### src/rtl/seq_uart_pkg.sv
// Shared types and constants for the sequence-value UART transmitter.
// A frame is one start bit, eight data bits (LSB first) and one stop bit.
package seq_uart_pkg;

  typedef enum logic [1:0] {
    IDLE  = 2'd0,
    START = 2'd1,
    DATA  = 2'd2,
    STOP  = 2'd3
  } tx_state_t;

  localparam int FRAME_BITS = 10;
  localparam int DATA_BITS  = 8;

endpackage

### src/rtl/seq_fifo.sv
// Synchronous byte FIFO with an explicit occupancy count.
// Pushes while full and pops while empty are ignored; pointers wrap modulo DEPTH.
module seq_fifo #(
  parameter int DEPTH = 8,
  parameter int WIDTH = 8
) (
  input  logic                   clk,
  input  logic                   reset,
  input  logic                   push,
  input  logic [WIDTH-1:0]       push_data,
  input  logic                   pop,
  output logic [WIDTH-1:0]       head,
  output logic [$clog2(DEPTH):0] count,
  output logic                   full,
  output logic                   empty
);

  localparam int AW = $clog2(DEPTH);
  localparam int CW = AW + 1;

  logic [WIDTH-1:0] mem [DEPTH];
  logic [AW-1:0]    wr_ptr;
  logic [AW-1:0]    rd_ptr;
  logic             do_push;
  logic             do_pop;

  // Full/empty come from the registered count only, so a same-cycle pop
  // never makes room for a push while full.
  assign full    = (count == CW'(DEPTH));
  assign empty   = (count == '0);
  assign do_push = push && !full;
  assign do_pop  = pop && !empty;
  assign head    = mem[rd_ptr];

  always_ff @(posedge clk) begin
    if (do_push) begin
      mem[wr_ptr] <= push_data;
    end
  end

  always_ff @(posedge clk or posedge reset) begin
    if (reset) begin
      wr_ptr <= '0;
      rd_ptr <= '0;
      count  <= '0;
    end else begin
      if (do_push) begin
        wr_ptr <= wr_ptr + AW'(1);
      end
      if (do_pop) begin
        rd_ptr <= rd_ptr + AW'(1);
      end
      unique case ({do_push, do_pop})
        2'b10:   count <= count + CW'(1);
        2'b01:   count <= count - CW'(1);
        default: count <= count;
      endcase
    end
  end

endmodule

### src/rtl/seq_uart_tx.sv
// Buffers strobed sequence values and sends each one as an 8N1 UART frame.
// tx is registered and idles high; a sticky overflow flag records dropped bytes.
module seq_uart_tx
  import seq_uart_pkg::*;
#(
  parameter int CLKS_PER_BIT = 16,
  parameter int FIFO_DEPTH   = 8
) (
  input  logic                        clk,
  input  logic                        reset,
  input  logic                        in_valid,
  input  logic [7:0]                  in_data,
  output logic                        in_ready,
  input  logic                        clr_ovf,
  output logic                        tx,
  output logic                        busy,
  output logic [$clog2(FIFO_DEPTH):0] fifo_count,
  output logic                        overflow,
  output tx_state_t                   tx_state
);

  localparam int BW = $clog2(CLKS_PER_BIT);

  // Input handshake: a byte is taken on an edge where in_valid && in_ready;
  // in_valid with !in_ready drops the byte and sets overflow. in_ready does
  // not depend on in_valid.
  tx_state_t      state, state_n;
  logic [BW-1:0]  baud, baud_n;
  logic [2:0]     bit_idx, bit_idx_n;
  logic [7:0]     shift, shift_n;
  logic           tx_q, tx_n;
  logic           pop;
  logic [7:0]     head;
  logic           fifo_full;
  logic           fifo_empty;
  logic           baud_last;
  logic           drop;

  seq_fifo #(
    .DEPTH (FIFO_DEPTH),
    .WIDTH (8)
  ) u_fifo (
    .clk       (clk),
    .reset     (reset),
    .push      (in_valid),
    .push_data (in_data),
    .pop       (pop),
    .head      (head),
    .count     (fifo_count),
    .full      (fifo_full),
    .empty     (fifo_empty)
  );

  assign in_ready  = !fifo_full;
  assign drop      = in_valid && fifo_full;
  assign baud_last = (baud == BW'(CLKS_PER_BIT - 1));
  assign busy      = (state != IDLE);
  assign tx        = tx_q;
  assign tx_state  = state;

  always_comb begin
    state_n   = state;
    baud_n    = baud + BW'(1);
    bit_idx_n = bit_idx;
    shift_n   = shift;
    tx_n      = tx_q;
    pop       = 1'b0;
    unique case (state)
      IDLE: begin
        baud_n    = '0;
        bit_idx_n = '0;
        tx_n      = 1'b1;
        if (!fifo_empty) begin
          pop     = 1'b1;
          shift_n = head;
          state_n = START;
          tx_n    = 1'b0;
        end
      end
      START: begin
        tx_n = 1'b0;
        if (baud_last) begin
          state_n   = DATA;
          baud_n    = '0;
          bit_idx_n = '0;
          tx_n      = shift[0];
        end
      end
      DATA: begin
        if (baud_last) begin
          baud_n = '0;
          if (bit_idx == 3'(DATA_BITS - 1)) begin
            state_n = STOP;
            tx_n    = 1'b1;
          end else begin
            // The next bit to send is always shift[1] before the shift.
            bit_idx_n = bit_idx + 3'd1;
            shift_n   = {1'b0, shift[7:1]};
            tx_n      = shift[1];
          end
        end
      end
      STOP: begin
        tx_n = 1'b1;
        if (baud_last) begin
          state_n = IDLE;
          baud_n  = '0;
        end
      end
      default: begin
        state_n = IDLE;
        baud_n  = '0;
        tx_n    = 1'b1;
      end
    endcase
  end

  always_ff @(posedge clk or posedge reset) begin
    if (reset) begin
      state   <= IDLE;
      baud    <= '0;
      bit_idx <= '0;
      shift   <= '0;
      tx_q    <= 1'b1;
    end else begin
      state   <= state_n;
      baud    <= baud_n;
      bit_idx <= bit_idx_n;
      shift   <= shift_n;
      tx_q    <= tx_n;
    end
  end

  // A drop in the same cycle as clr_ovf keeps the flag set.
  always_ff @(posedge clk or posedge reset) begin
    if (reset) begin
      overflow <= 1'b0;
    end else if (drop) begin
      overflow <= 1'b1;
    end else if (clr_ovf) begin
      overflow <= 1'b0;
    end
  end

endmodule

### config.mk
export PLATFORM = sky130hd
export DESIGN_NAME = seq_uart_tx
export DESIGN_NICKNAME = d
export VERILOG_FILES = /design/src/rtl/seq_uart_pkg.sv /design/src/rtl/seq_fifo.sv /design/src/rtl/seq_uart_tx.sv
export SDC_FILE = /design/constraint.sdc
export NUM_CORES = 1
export LEC_CHECK = 0
export CORE_UTILIZATION = 64
export DETAILED_ROUTE_END_ITERATION = 8
export PLACE_DENSITY_LB_ADDON = 0.15
export SLEW_MARGIN = 20
export SYNTH_ARGS = -nofsm -noshare
export SYNTH_HDL_FRONTEND = slang
export SYNTH_SLANG_ARGS = --single-unit
export TNS_END_PERCENT = 10
### constraint.sdc
create_clock -name clk -period 6.6 [get_ports clk]
set_input_delay 1.32 -clock clk [delete_from_list [all_inputs] [get_ports clk]]
set_output_delay 1.32 -clock clk [all_outputs]
set_load 0.01 [all_outputs]
==> results.cfg, run 1 <==
[power_and_ir_drop]
seqPwrFrac = 0.474
power_mw = 1.960
combPwrFrac = 0.325
clock_power_share = 0.201
p_sw_mw = 0.6617
swShare = 0.3376
p_int_mw = 1.298
p_per_area_mw_per_mm2 = 437.0
ir_worst_vdd_mv = 0.2842
leakagePower_nw = 1.690

[synth]
synth_seq_cells = 93
syn_inst = 253
syn_area_mm2 = 0.004039
synthFlopType = edfxtp_1
ys_seq_area_frac = 0.6558
yosysWarnings = 0
synth_edf_count = 64
async_flop_share = 0.3118
syn_avg_cell_area_um2 = 15.96
synth_nets = 278
yosysUniqueCellTypes = 45

[drt]
firstDrtPassIters = 4
viasPerCell = 6.008
drcViolationCount = 0
drt_iter0_drc = 147
wl_per_cell_um = 18.73
finalWirelength_mm = 6.631
ant_nets = 0
vias = 2127

[worst_setup_path]
critPathLaunchType = flop
crit_start = u_fifo.count[1]$_DFFE_PP0P_
worstPathRequired_ns = 5.28
worstSetupPathType = flop to primary output
crit_path_end = in_ready
r2r-end = u_fifo.count[2]$_DFFE_PP0P_
r2r_slack_ns = 3.89
worstPathMaxFanout = 9
worstReg2RegStart = u_fifo.count[1]$_DFFE_PP0P_
reg2regPathDepth = 10
arrival_ns = 1.98
cp-end-kind = primary output

[global_routing]
grt_pass1_wl_mm = 10.83
grt_pass1_vias = 2185
antenna_found_initial = 0
overflow = 0
grt_max_degree = 30
grt_util_all_layers = 0.2350

[placement]
dp_hpwl_mm = 4.560
post-place-cells = 338
pre_cts_slack_ns = 3.126
place_congestion = 0.6997
port_buffers = 21

[layout]
antenna_cells = 0
area_delta_synth_final_pct = 11.06
final_net_count = 299
post-route-util = 0.7487
fin_cells = 354
drive_above_1_share = 0.1290

[die]
die_w_um = 81.44
dieArea_mm2 = 0.006632
die_y_um = 81.44
design.core.area_mm2 = 0.005991
io_pins = 22
num_rows = 28
start_util = 0.6742

[cts]
cts-buffers-inserted = 9
cts_hold_buffers = 0
cts_buffer_depth = 2
cts_resized = 0
cts.sinks = 93
htreeDepth = 3
root_buffer = clkbuf_8
cts_setup_buffers = 0
clock_latency_ns = 0.35
clkSlewWorstSetupHoldPaths_ns = 0.09
tritoncts = built

[timing]
fmax_ghz = 0.3028
fin_ws_ns = 3.297
min_period_ns = 3.303
period_share = 0.5004
rsz0062_at_grt = no
maxSlewHeadroom = 0.4052
setup_violations = 0
fin_skew_ns = 0.007578
drv_slew = 0
finalSetupTns_ns = 0
hold_viol_final = 0
tightestPinTransition_ns = 0.8889

[flow_run]
maxCapViolCount = 0

[worst_hold_path]
min_from = shift[7]$_DFFE_PP0P_
hp-class = flop to flop

[run_status]
status = finished, final reports clean
## cells by family (layout without fill, tap and decap cells)
| logic type | count (synthesis) | count (layout) | synth area share |
|---|---|---|---|
| AOI/OAI and AO/OA | 28 | 28 | 0.05050 |
| xor gates and xnor gates | 10 | 10 | 0.02168 |
| adders and majority gates | 13 | 13 | 0.04027 |
| buffers and inverters | 19 | 45 | 0.02788 |
| DFF | 93 | 93 | 0.6558 |
| muxes | 30 | 30 | 0.1279 |
| and+or+nand+nor | 60 | 60 | 0.07590 |
## state kept, by name, indices dropped and copies added (netlist names)
signal	flops
overflow	1
u_fifo.wr_ptr	3
baud	4
u_fifo.count	4
bit_idx	3
tx_state	2
tx	1
u_fifo.rd_ptr	3
shift	8
u_fifo.mem	64
## per-layer routing
metal  routed length, um  GRT usage  vias to the layer above
li1                    -          -                     1006
met1                3021     0.3169                     1063
met2                3282     0.3717                       45
met3                 209    0.04444                       13
met4                 118     0.1125                        0
met5                   0          0                        -
## layout by cell type (no fill, tap or decap), types with 5 or more instances in the layout
| cell type | count |
|---|---|
| xor2_1 | 5 |
| clkdlybuf4s50_1 | 21 |
| inv_1 | 7 |
| a221o_1 | 6 |
| clkbuf_8 | 9 |
| a21oi_1 | 5 |
| mux4_2 | 9 |
| mux2i_1 | 10 |
| edfxtp_1 | 64 |
| mux4_1 | 6 |
| dfrtp_1 | 28 |
| nand2_1 | 16 |
| ha_1 | 13 |
| mux2_2 | 5 |
| nor2_1 | 20 |
| xnor2_1 | 5 |
## through the flow
step | hold WS, ns | area [um2]
global placement | 0.4770 | 4260
finish | 0.4997 | 4486
global route | 0.5213 | 4486
floorplan | 0.4567 | 4039
CTS | 0.5030 | 4476
detailed placement | 0.4786 | 4260
## cells in the mapped netlist (2+ instances only)
cell	number	area share
mux2_2	5	0.014
mux4_2	9	0.050
dfrtp_1	28	0.17
xor2_1	5	0.011
mux2i_1	10	0.025
buf_2	5	0.0062
nor2_1	20	0.019
nand2b_1	4	0.0062
nor2b_1	4	0.0062
xnor2_1	5	0.011
a21oi_1	5	0.0062
o21ai_0	4	0.0050
ha_1	13	0.040
edfxtp_1	64	0.48
buf_6	2	0.0056
o22ai_1	3	0.0046
a221o_1	6	0.015
and3_1	2	0.0031
nand3_1	2	0.0025
a22o_1	2	0.0043
mux4_1	6	0.039
nand2_1	16	0.015
inv_1	8	0.0074
nor3_1	3	0.0037
clkbuf_1	2	0.0019
## worst min path at each step
stage,endpoint,slack [ns],depth (start not counted)
2_1_floorplan,baud[0]$_DFF_PP0_,0.46,1
3_3_place_gp,shift[7]$_DFFE_PP0P_,0.48,1
3_5_place_dp,shift[7]$_DFFE_PP0P_,0.48,1
4_1_cts,baud[0]$_DFF_PP0_,0.50,1
5_1_grt,shift[7]$_DFFE_PP0P_,0.52,1
6_report,shift[7]$_DFFE_PP0P_,0.50,1
## power groups by stage
stage          logic (mW)  clock network, mW  registers [mW]
6_report            0.637              0.395           0.929
5_1_grt             0.711              0.426           0.953
4_1_cts             0.644              0.402           0.930
3_5_place_dp        0.640                  0           0.943
3_3_place_gp        0.620                  0           0.935
2_1_floorplan       0.552                  0           0.859
## critical path, stage by stage, from the launching register on
cell	delay, ns
dfrtp_1	0.50
or4b_1	0.61
clkdlybuf4s50_1	0.53
## final cells by class
| type | count | area (um2) |
|---|---|---|
| clock inverter | 7 | 91.34 |
| clock buffer | 9 | 123.9 |
| fill | 366 | 1505 |
| timing repair buffer | 21 | 210.2 |
| tap | 75 | 93.84 |
| sequential | 93 | 2649 |
| multi-input combinational | 141 | 1287 |
| inverter | 8 | 30.03 |
Power figures use the tool's default switching activity.
==> run 2: changes to the inputs <==
--- a/config.mk
+++ b/config.mk
@@ -5,7 +5,7 @@
 export SDC_FILE = /design/constraint.sdc
 export NUM_CORES = 1
 export LEC_CHECK = 0
-export CORE_UTILIZATION = 64
+export CORE_UTILIZATION = 59
 export DETAILED_ROUTE_END_ITERATION = 8
 export PLACE_DENSITY_LB_ADDON = 0.15
 export SLEW_MARGIN = 20
==> constraint.sdc (replaced) <==
create_clock -name clk -period 3.15 [get_ports clk]
set_input_delay 0.63 -clock clk [delete_from_list [all_inputs] [get_ports clk]]
set_output_delay 0.63 -clock clk [all_outputs]
set_load 0.01 [all_outputs]
==> run 2 against run 1 <==
Final cell count rose by 3.7%; critical path depth rose by 8; via count rose by 0.47%; first-iteration DRC count fell by 42%; sequential power rose by 100%; clock-buffer cell count did not move; worst hold slack got worse by 0.0017 ns; setup slack got worse by 2.9 ns; die area rose by 8.3%; wire length rose by 2.1%; design area rose by 1.4%; clock skew rose by 0.0013 ns.
==> results.cfg, run 2 (synthesis results as in run 1) <==
[run_status]
status = finished, final reports clean

[drt]
finalWirelength_mm = 6.770
drt_iter0_drc = 85
viasPerCell = 5.823
ant_nets = 0
firstDrtPassIters = 4
drcViolationCount = 0
vias = 2137
wl_per_cell_um = 18.45

[timing]
hold_viol_final = 0
fmax_ghz = 0.3665
fin_ws_ns = 0.4212
fin_skew_ns = 0.008831
maxSlewHeadroom = 0.5278
period_share = 0.8663
drv_slew = 0
finalSetupTns_ns = 0
min_period_ns = 2.729
tightestPinTransition_ns = 0.7083
setup_violations = 0
rsz0062_at_grt = no

[placement]
pre_cts_slack_ns = 0.4810
place_congestion = 0.6972
port_buffers = 21
post-place-cells = 351
dp_hpwl_mm = 4.474

[power_and_ir_drop]
p_per_area_mw_per_mm2 = 906.6
leakagePower_nw = 1.740
ir_worst_vdd_mv = 0.5586

[layout]
top_register = u_fifo.mem
area_delta_synth_final_pct = 12.64
fin_cells = 367
largest_registers = u_fifo.mem: 64 flops, shift: 8 flops
final_common_cell = edfxtp_1
final_net_count = 310
antenna_cells = 0
final_cell_mix = edfxtp_1, dfrtp_1, clkdlybuf4s50_1, nor2_1, nand2_1
post-route-util = 0.7004
fillers = 443
largest_reg_flops = 64
drive_above_1_share = 0.1517

[worst_setup_path]
reg2regPathDepth = 10
worstSetupPathType = flop to flop
worstPathMaxFanout = 7
path_cells = or4b_1 -> and2_1 -> inv_1 -> ha_1 -> xor2_1 -> ha_1 -> a21oi_1 -> xor2_1 -> nor2_1 -> xor2_1
critPathLaunchType = flop
cpMostUsedCell = xor2_1
crit_cells = 10
cp_num_buf_inv = 1
crit_family = simple AND/OR/NAND/NOR gates
r2r_slack_ns = 0.42
worstPathRequired_ns = 3.40
cp-end-kind = flop
slowest_delay_ns = 0.62
critPathSlowestCell = or4b_1
arrival_ns = 2.98

[cts]
clkSlewWorstSetupHoldPaths_ns = 0.10
cts_hold_buffers = 0
htreeDepth = 3
root_buffer = clkbuf_8
clock_latency_ns = 0.37
cts_resized = 0
cts.sinks = 93
cts-buffers-inserted = 9
tritoncts = built
cts_buffer_depth = 2
cts_setup_buffers = 0

[die]
num_rows = 29
start_util = 0.6218
die_w_um = 84.74
die_y_um = 84.74
io_pins = 22
design.core.area_mm2 = 0.006495
dieArea_mm2 = 0.007180

[global_routing]
grt_pass1_vias = 2178
grt_util_all_layers = 0.2120
grt_pass1_wl_mm = 11.02
antenna_found_initial = 0
overflow = 0
grt_max_degree = 30

[worst_hold_path]
whs_path_depth = 1
hp-class = flop to flop

[flow_run]
maxCapViolCount = 0
==> run 2: layout make-up <==
class,instances,area (um2),area share
sequential,93,2649,0.5822
multi-input combinational,141,1277,0.2808
timing repair buffer,32,292.8,0.06436
clock buffer,9,123.9,0.02723
tap,77,96.34,0.02118
clock inverter,7,80.08,0.01760
inverter,8,30.03,0.006601
==> run 2: path summary, 6_finish.rpt <==
| kind | startpoint | to |
|---|---|---|
| min in group asynchronous | reset | u_fifo.count[3]$_DFFE_PP0P_ |
| hold reg to reg | baud[0]$_DFF_PP0_ | baud[0]$_DFF_PP0_ |
| hold / removal | baud[0]$_DFF_PP0_ | baud[0]$_DFF_PP0_ |
| max in group asynchronous | reset | tx$_DFFE_PP1N_ |
| setup reg to reg | u_fifo.count[0]$_DFFE_PP0P_ | u_fifo.count[2]$_DFFE_PP0P_ |
| setup / recovery | u_fifo.count[0]$_DFFE_PP0P_ | u_fifo.count[2]$_DFFE_PP0P_ |
==> run 2: power breakdown <==
part	leakage, nW	internal (mW)	switching (mW)	total (mW)
logic	0.702	0.765	0.669	1.43
clock network	0.0994	0.315	0.477	0.792
registers	0.938	1.61	0.292	1.90
==> run 2: stage by stage <==
| stage | area [um2] | total power, mW | hold slack, ns |
|---|---|---|---|
| after floorplan | 4039 | 2.957 | 0.4567 |
| after global placement | 4345 | 3.318 | 0.4771 |
| after detailed placement | 4345 | 3.373 | 0.4870 |
| after CTS | 4549 | 4.165 | 0.5042 |
| after global routing | 4549 | 4.372 | 0.5318 |
| final | 4549 | 4.124 | 0.4980 |
==> run 2: per-layer routing <==
metal | wire length [um] | track usage | share of wire | vias to the layer above
met2 | 3329 | 0.3370 | 0.49 | 36
met5 | 0 | 0 | 0 | -
li1 | - | - | - | 1024
met1 | 3070 | 0.2859 | 0.45 | 1066
met4 | 147 | 0.1094 | 0.022 | 0
met3 | 222 | 0.03638 | 0.033 | 11
==> run 2: worst reg2reg max path: cells and delay by family, from the launching register on <==
family          cells  cell delay [ns]
xor+xnor            3             0.45
compound gates      1             0.15
fa+ha+maj           2             0.49
simple gates        3             0.93
flops               1             0.49
buf+inv             1             0.13
==> run 3: changes to the inputs <==
--- a/config.mk
+++ b/config.mk
@@ -5,11 +5,13 @@
 export SDC_FILE = /design/constraint.sdc
 export NUM_CORES = 1
 export LEC_CHECK = 0
-export CORE_UTILIZATION = 59
+export CORE_MARGIN = 2
+export CORE_UTILIZATION = 60
 export DETAILED_ROUTE_END_ITERATION = 8
 export PLACE_DENSITY_LB_ADDON = 0.15
 export SLEW_MARGIN = 20
 export SYNTH_ARGS = -nofsm -noshare
 export SYNTH_HDL_FRONTEND = slang
+export SYNTH_HIERARCHICAL = 1
 export SYNTH_SLANG_ARGS = --single-unit
 export TNS_END_PERCENT = 10
==> constraint.sdc (replaced) <==
create_clock -name clk -period 3.15 [get_ports clk]
set_input_delay 0.63 -clock clk [delete_from_list [all_inputs] [get_ports clk]]
set_output_delay 0.63 -clock clk [all_outputs]
set_load 0.1 [all_outputs]
==> run 3 against run 2 <==
Wire length up 13%; worst hold slack improved by 0.0015 ns; setup slack lost 0.013 ns; clock skew down 0.0020 ns; clock-buffer cell count stayed put; critical path depth is 1 lower; register-to-register slack about the same; power fell by 25%; global-route usage is 0.15 points higher; area after synthesis rose by 6.4%; via count increased by 14%.
==> results.cfg, run 3 <==
[run_status]
status = finished, final reports clean

[die]
num_rows = 30
die_w_um = 88.62
die_y_um = 88.62
io_pins = 22
design.core.area_mm2 = 0.006869
dieArea_mm2 = 0.007854
start_util = 0.6255

[synth]
synth_edf_count = 64
synthFlopType = edfxtp_1
syn_area_mm2 = 0.004297
synth_xor_area_frac = 0.01427
synthTopCellsByArea = edfxtp_1, dfrtp_1, mux4_1
yosys-top-cells-count = edfxtp_1, dfrtp_1, mux4_1
synth-simple-area-share = 0.09668
syn_avg_cell_area_um2 = 15.46
synth_top_area_frac = 0.4473
syn_inst = 278
synth_compound_gate_area_share = 0.06261
yosysUniqueCellTypes = 49
ys_seq_area_frac = 0.6165
synth_top_area_cell = edfxtp_1
synth_adder_area_share = 0.03960
synth_nets = 303
muxShareOfSynthArea = 0.1363
synth_seq_cells = 93
yosysWarnings = 6
synth_top_family_by_area = multiplexers
synth_most_common_cell = edfxtp_1
async_flop_share = 0.3118

[cts]
cts_resized = 0
cts_hold_buffers = 0
cts_buffer_depth = 2
tritoncts = built
cts_setup_buffers = 0
clkSlewWorstSetupHoldPaths_ns = 0.09
clock_latency_ns = 0.35
root_buffer = clkbuf_8
cts-buffers-inserted = 9
cts.sinks = 93
htreeDepth = 3

[placement]
dp_hpwl_mm = 4.923
place_congestion = 0.7818
port_buffers = 21
placed_area_mm2 = 0.004631

[worst_setup_path]
worstPathMaxFanout = 8
cp-end-kind = flop
cpMostUsedCell = ha_1
crit_family = simple AND/OR/NAND/NOR gates
cp_num_buf_inv = 1
worstSetupPathType = flop to flop
path_cells = nor4_2 -> nor2b_1 -> o41ai_2 -> inv_1 -> ha_1 -> ha_1 -> or4b_2 -> o311ai_0 -> o211ai_1
slowest_delay_ns = 0.61
critPathSlowestCell = or4b_2
worstPathRequired_ns = 3.38
critPathLaunchType = flop
arrival_ns = 2.98

[layout]
final_net_count = 335
final_cell_mix = edfxtp_1, buf_4, dfrtp_1, mux4_1, inv_1
drive_above_1_share = 0.2349
fillers = 469
largest_reg_flops = 64
multi_input_area_mm2 = 0.001508
antenna_cells = 0
final_area_mm2 = 0.004821
largest_registers = u_fifo/mem: 64 flops, shift: 8 flops
final_common_cell = edfxtp_1
area_delta_synth_final_pct = 12.20
top_register = u_fifo/mem
register_area_mm2 = 0.002656

[drt]
firstDrtPassIters = 4
viasPerCell = 5.922
wl_per_cell_um = 18.60
drt_iter0_drc = 127
vias = 2434
ant_nets = 0
finalWirelength_mm = 7.645
drcViolationCount = 0

[power_and_ir_drop]
swShare = 0.3382
combPwrFrac = 0.236
leakagePower_nw = 1.796
p_per_area_mw_per_mm2 = 638.8
ir_worst_vdd_mv = 0.3746
p_int_mw = 2.038
seqPwrFrac = 0.520
clock_power_share = 0.244
p_sw_mw = 1.042

[flow_run]
maxCapViolCount = 0

[timing]
rsz0062_at_grt = no
fmax_ghz = 0.3647
period_share = 0.8705
maxSlewHeadroom = 0.4581
tightestPinTransition_ns = 0.8128
setup_violations = 0
min_period_ns = 2.742
drv_slew = 0
fin_skew_ns = 0.006841
hold_viol_final = 0
finalSetupTns_ns = 0

[global_routing]
overflow = 0
antenna_found_initial = 0
grt_pass1_vias = 2408
grt_max_degree = 20
grt_pass1_wl_mm = 12.08
grt_util_all_layers = 0.2136

[worst_hold_path]
hp-class = flop to flop
==> run 3: changes by cell type in the layout (fill, tap and decap cells not counted), moves of 7 or more <==
cell | previous run | this run
buf_4 | 11 | 24
clkdlybuf4s50_1 | 21 | 11
inv_1 | 8 | 15
mux2_2 | 5 | 12
mux2i_1 | 10 | 3
mux4_1 | 6 | 16
mux4_2 | 9 | 0
nor2_1 | 20 | 10
o21ai_0 | 4 | 11
==> run 3: worst reg2reg max path, stage by stage, from the launching register on <==
cell      delay [ns]
dfrtp_2         0.48
nor4_2          0.33
nor2b_1         0.12
o41ai_2         0.10
inv_1           0.15
ha_1            0.24
ha_1            0.35
or4b_2          0.61
o311ai_0        0.12
o211ai_1        0.13
==> run 3: per-layer routing <==
metal | global-route usage | share of wire | vias to the layer above
met5 | 0 | 0 | -
met4 | 0.09229 | 0.011 | 0
met3 | 0.04478 | 0.039 | 8
met2 | 0.3521 | 0.51 | 50
met1 | 0.2763 | 0.44 | 1228
li1 | - | - | 1148
==> run 3: path summary, 6_finish.rpt <==
| path | from | endpoint | slack, ns | cells past startpoint |
|---|---|---|---|---|
| max | u_fifo/count[0]$_DFFE_PP0P_ | u_fifo/count[3]$_DFFE_PP0P_ | 0.41 | 9 |
| min | baud[0]$_DFF_PP0_ | baud[0]$_DFF_PP0_ | 0.50 | 1 |
| max reg2reg | u_fifo/count[0]$_DFFE_PP0P_ | u_fifo/count[3]$_DFFE_PP0P_ | 0.41 | 9 |
| min reg2reg | baud[0]$_DFF_PP0_ | baud[0]$_DFF_PP0_ | 0.50 | 1 |
| max in group asynchronous | reset | tx_state[0]$_DFFE_PP0P_ | 1.89 | 2 |
| min in group asynchronous | reset | u_fifo/count[2]$_DFFE_PP0P_ | 0.57 | 2 |
==> run 3: layout make-up <==
type / instances / area share
clock buffer: 9 / 0.02569
clock inverter: 7 / 0.01376
inverter: 15 / 0.01168
multi-input combinational: 156 / 0.3127
sequential: 93 / 0.5510
tap: 96 / 0.02492
timing repair buffer: 35 / 0.06021
==> run 3: power groups by stage <==
stage	Clock, mW	Combinational [mW]	Sequential [mW]
global route	0.820	0.776	1.62
floorplan	0	0.318	1.80
CTS	0.776	0.735	1.60
finish	0.753	0.727	1.60
global placement	0	0.717	1.61
detailed placement	0	0.732	1.63
==> run 3: through the flow <==
step / util / hold slack [ns] / std cells / power, mW / setup slack, ns
final: 0.7018 / 0.4995 / 411 / 3.080 / 0.4080
after global routing: 0.7018 / 0.5277 / 411 / 3.218 / 0.2536
after CTS: 0.7018 / 0.5072 / 411 / 3.112 / 0.4118
after detailed placement: 0.6741 / 0.4947 / 395 / 2.360 / 0.2797
after global placement: 0.6741 / 0.4837 / 395 / 2.331 / 0.3288
after floorplan: - / 0.4593 / 278 / 2.121 / 0.02017
==> run 3: cells by family (layout without fill, tap and decap cells) <==
logic type	after synthesis	in the layout
XOR/XNOR	7	7
AO/OA/AOI/OAI	35	35
buffers and inverters	29	66
multiplexers	31	31
flip-flops	93	93
adder cells (fa/ha/maj)	13	13
AND/OR/NAND/NOR	70	70
==> RTL edit, RTL diff (config.mk and constraints of run 3) <==
Put a register stage on the output `fifo_count`. The value now appears one clock later. The other outputs are not delayed to match.
--- a/src/rtl/seq_uart_tx.sv
+++ b/src/rtl/seq_uart_tx.sv
@@ -20,6 +20,8 @@
 );
 
   localparam int BW = $clog2(CLKS_PER_BIT);
+
+  logic [$clog2(FIFO_DEPTH):0] fifo_count_d;
 
   // Input handshake: a byte is taken on an edge where in_valid && in_ready;
   // in_valid with !in_ready drops the byte and sets overflow. in_ready does
@@ -46,7 +48,7 @@
     .push_data (in_data),
     .pop       (pop),
     .head      (head),
-    .count     (fifo_count),
+    .count     (fifo_count_d),
     .full      (fifo_full),
     .empty     (fifo_empty)
   );
@@ -142,5 +144,9 @@
     end
   end
 
+  always_ff @(posedge clk) begin
+    fifo_count <= fifo_count_d;
+  end
+
 endmodule
 
Formal check against the unedited RTL: not equivalent (Yosys sat finds a counterexample within 4 cycles, from zero or initial values and one cycle with reset high).
==> RTL edit against run 3 <==
Non-clock buffer count is 1 lower; first-iteration DRC count is 19% lower; total power rose by 2.8%; sequential cell count up 4; count of clock-buffer cells in the layout increased by 1; maximum frequency decreased by 2.4%; design area grew 1.1%; routed wire length rose by 0.31%; area after synthesis is 1.1% higher; final cell count up 2.4%; worst setup slack worse by 0.067 ns; critical endpoint unchanged.
==> RTL edit: results (changes against run 3) <==
- The most used flip-flop cell after synthesis is sky130_fd_sc_hd__edfxtp_1.
- The number of buffers inserted by port buffering is 21 (unchanged).
- The number of enable-type register cells in the synthesized netlist is 64 (unchanged).
- The number of buffers between clock root and the deepest sink came to 2 (unchanged).
- The final RePlAce weighted congestion is 0.863 (+10%).
- The sequential area share after synthesis is 62.8% (+1.2 points).
- The net count of the mapped netlist is 309 (+2.0%).
- The number of resized instances in the post-cts repair step was 0 (unchanged).
- The post-CTS setup buffer count was 0 (unchanged).
- The proportion of layout cells with a drive suffix above 1 was 18.6% (-4.9 points).
- The final hold slack is 0.515 ns (+0.0156 ns).
- The via count of the first global-routing pass is 2385 (-0.96%).
- The overall routed net length is 7.67 mm (+0.31%).
- The number of antenna violations at the first check in global routing was 0 (unchanged).
- The worst vdd rail ir drop came to 0.426 mV (+14%).
- The length of the first detailed-routing pass in iterations is 4 (unchanged).
- The antenna diode count is 0 (unchanged).
- The worst hold-check path type is reg -> reg.
- The wire length of the first global-routing pass is 12.2 mm (+0.62%).
- The clock transition at the registers of the reported paths is 0.10 ns.
- The global routing usage summed across all routing layers is 21.3% (-0.057 points).
- The run finished with clean final reports.
- The per-cell via count in the routed design was 5.78 (-2.4%).
- The maximum fanout along the worst path is 8 (unchanged).
- The half-perimeter wire length after detailed placement is 4.96 mm (+0.81%).
- The number of distinct library cells after synthesis came to 52 (+6.1%).
- The warning count from the yosys run was 6 (unchanged).
- The number of endpoints failing setup at the final stage came to 0 (unchanged).
- The largest clock skew in the final design is 0.0101 ns (+0.00330 ns).
- The pin count of the biggest net entering global routing is 27 (+35%).
- The TritonCTS buffer count came to 9 (unchanged).
- The setup slack of the worst register-to-register path is 0.34 ns (-0.07 ns).
- The number of nets at the end of the flow is 342 (+2.1%).
- The headroom to the max-slew limit is 44.6% (-1.2 points).
- The standby leakage power is 1.84 nW (+2.3%).
- The placed standard-cell area was 4680 um2 (+1.0%).
- In the post-synthesis netlist, the biggest area contributors are sky130_fd_sc_hd__edfxtp_1, sky130_fd_sc_hd__dfrtp_1, sky130_fd_sc_hd__mux4_1, sky130_fd_sc_hd__ha_1, sky130_fd_sc_hd__mux2_2.
- The number of DRC markers in iteration 0 is 103 (-19%).
- The share of synthesized registers carrying an async set or reset was 29.9% (-1.3 points).
- The commonest cells after synthesis are sky130_fd_sc_hd__edfxtp_1, sky130_fd_sc_hd__dfrtp_1, sky130_fd_sc_hd__inv_1.
- The CTS H-tree depth is 3 (unchanged).
- The signal arrival time at the worst endpoint was 3.06 ns (+0.08 ns).
- In the final layout, the registers with the most flip-flops are u_fifo/mem x64, shift x8.
- The flip-flop count of the largest register, all copies and words added is 64 (unchanged).
- The number of filler cells placed in the layout is 531 (+13%).
- The cell at the root of the clock tree is sky130_fd_sc_hd__clkbuf_8.
- The latest clock arrival within the worst-skew pair is 0.37 ns (+0.02 ns).
- The final global-route overflow total was 0 (unchanged).
RTL edit: cell count changes after synthesis, sizes merged, moves of 5 or more:
cell / delta
nor2b: -7
o21ai: -6
o221a: -6
o22ai: +6
a221oi: +5
RTL edit: final cells by class:
| type | instances | area [um2] | share of cell area [%] |
|---|---|---|---|
| well taps | 99 | 124 | 2.54 |
| flip-flops and latches | 97 | 2730 | 56.1 |
| clock buffers | 10 | 138 | 2.82 |
| inverters | 19 | 71.3 | 1.46 |
| multi-input cells | 156 | 1470 | 30.1 |
| repair buffers | 34 | 283 | 5.80 |
| clock inverters | 6 | 57.6 | 1.18 |
RTL edit: through the flow:
step / std cells / setup WS [ns] / utilization, %
CTS: 421 / 0.339 / 68.3
detailed placement: 405 / 0.288 / 65.5
finish: 421 / 0.341 / 68.3
floorplan: 284 / 0.0411 / -
global placement: 405 / 0.337 / 65.5
global route: 421 / 0.133 / 68.3
RTL edit: worst paths after layout:
path,depth (start not counted),end,start
setup reg to reg,9,u_fifo/count[3],u_fifo/count[0]
max in group asynchronous,2,tx_state[0],reset
hold reg to reg,1,baud[0],baud[0]
hold / removal,1,baud[0],baud[0]
min in group asynchronous,2,u_fifo/wr_ptr[2],reset
setup / recovery,9,u_fifo/count[3],u_fifo/count[0]
RTL edit: power breakdown:
part / internal, mW / switching, mW
Sequential: 1.56 / 0.107
Combinational: 0.234 / 0.478
Clock: 0.328 / 0.458
Total: 2.12 / 1.04
RTL edit: logic make-up after synthesis:
family	after synthesis	share of synthesized area [%]
XOR/XNOR	7	1.41
AO/OA/AOI/OAI	39	6.77
multiplexers	29	13.0
adder cells (fa/ha/maj)	13	3.92
AND/OR/NAND/NOR	68	8.70
flip-flops	97	62.8
buffers and inverters	31	3.43
RTL edit: critical path, stage by stage, from the launching register on:
cell                       delay, ns
sky130_fd_sc_hd__dfrtp_1        0.48
sky130_fd_sc_hd__nor4_1         0.39
sky130_fd_sc_hd__nor2b_1        0.14
sky130_fd_sc_hd__o41ai_2        0.10
sky130_fd_sc_hd__inv_1          0.15
sky130_fd_sc_hd__ha_1           0.22
sky130_fd_sc_hd__ha_1           0.35
sky130_fd_sc_hd__or4b_2         0.62
sky130_fd_sc_hd__o311ai_0       0.12
sky130_fd_sc_hd__o211ai_1       0.12
RTL edit: metal layers:
metal	up-vias	GRT usage [%]	wire (um)
met5	-	0	0
met4	0	7.19	110
met3	11	4.99	282
met2	40	33.7	3770
met1	1210	29.5	3510
li1	1172	-	-
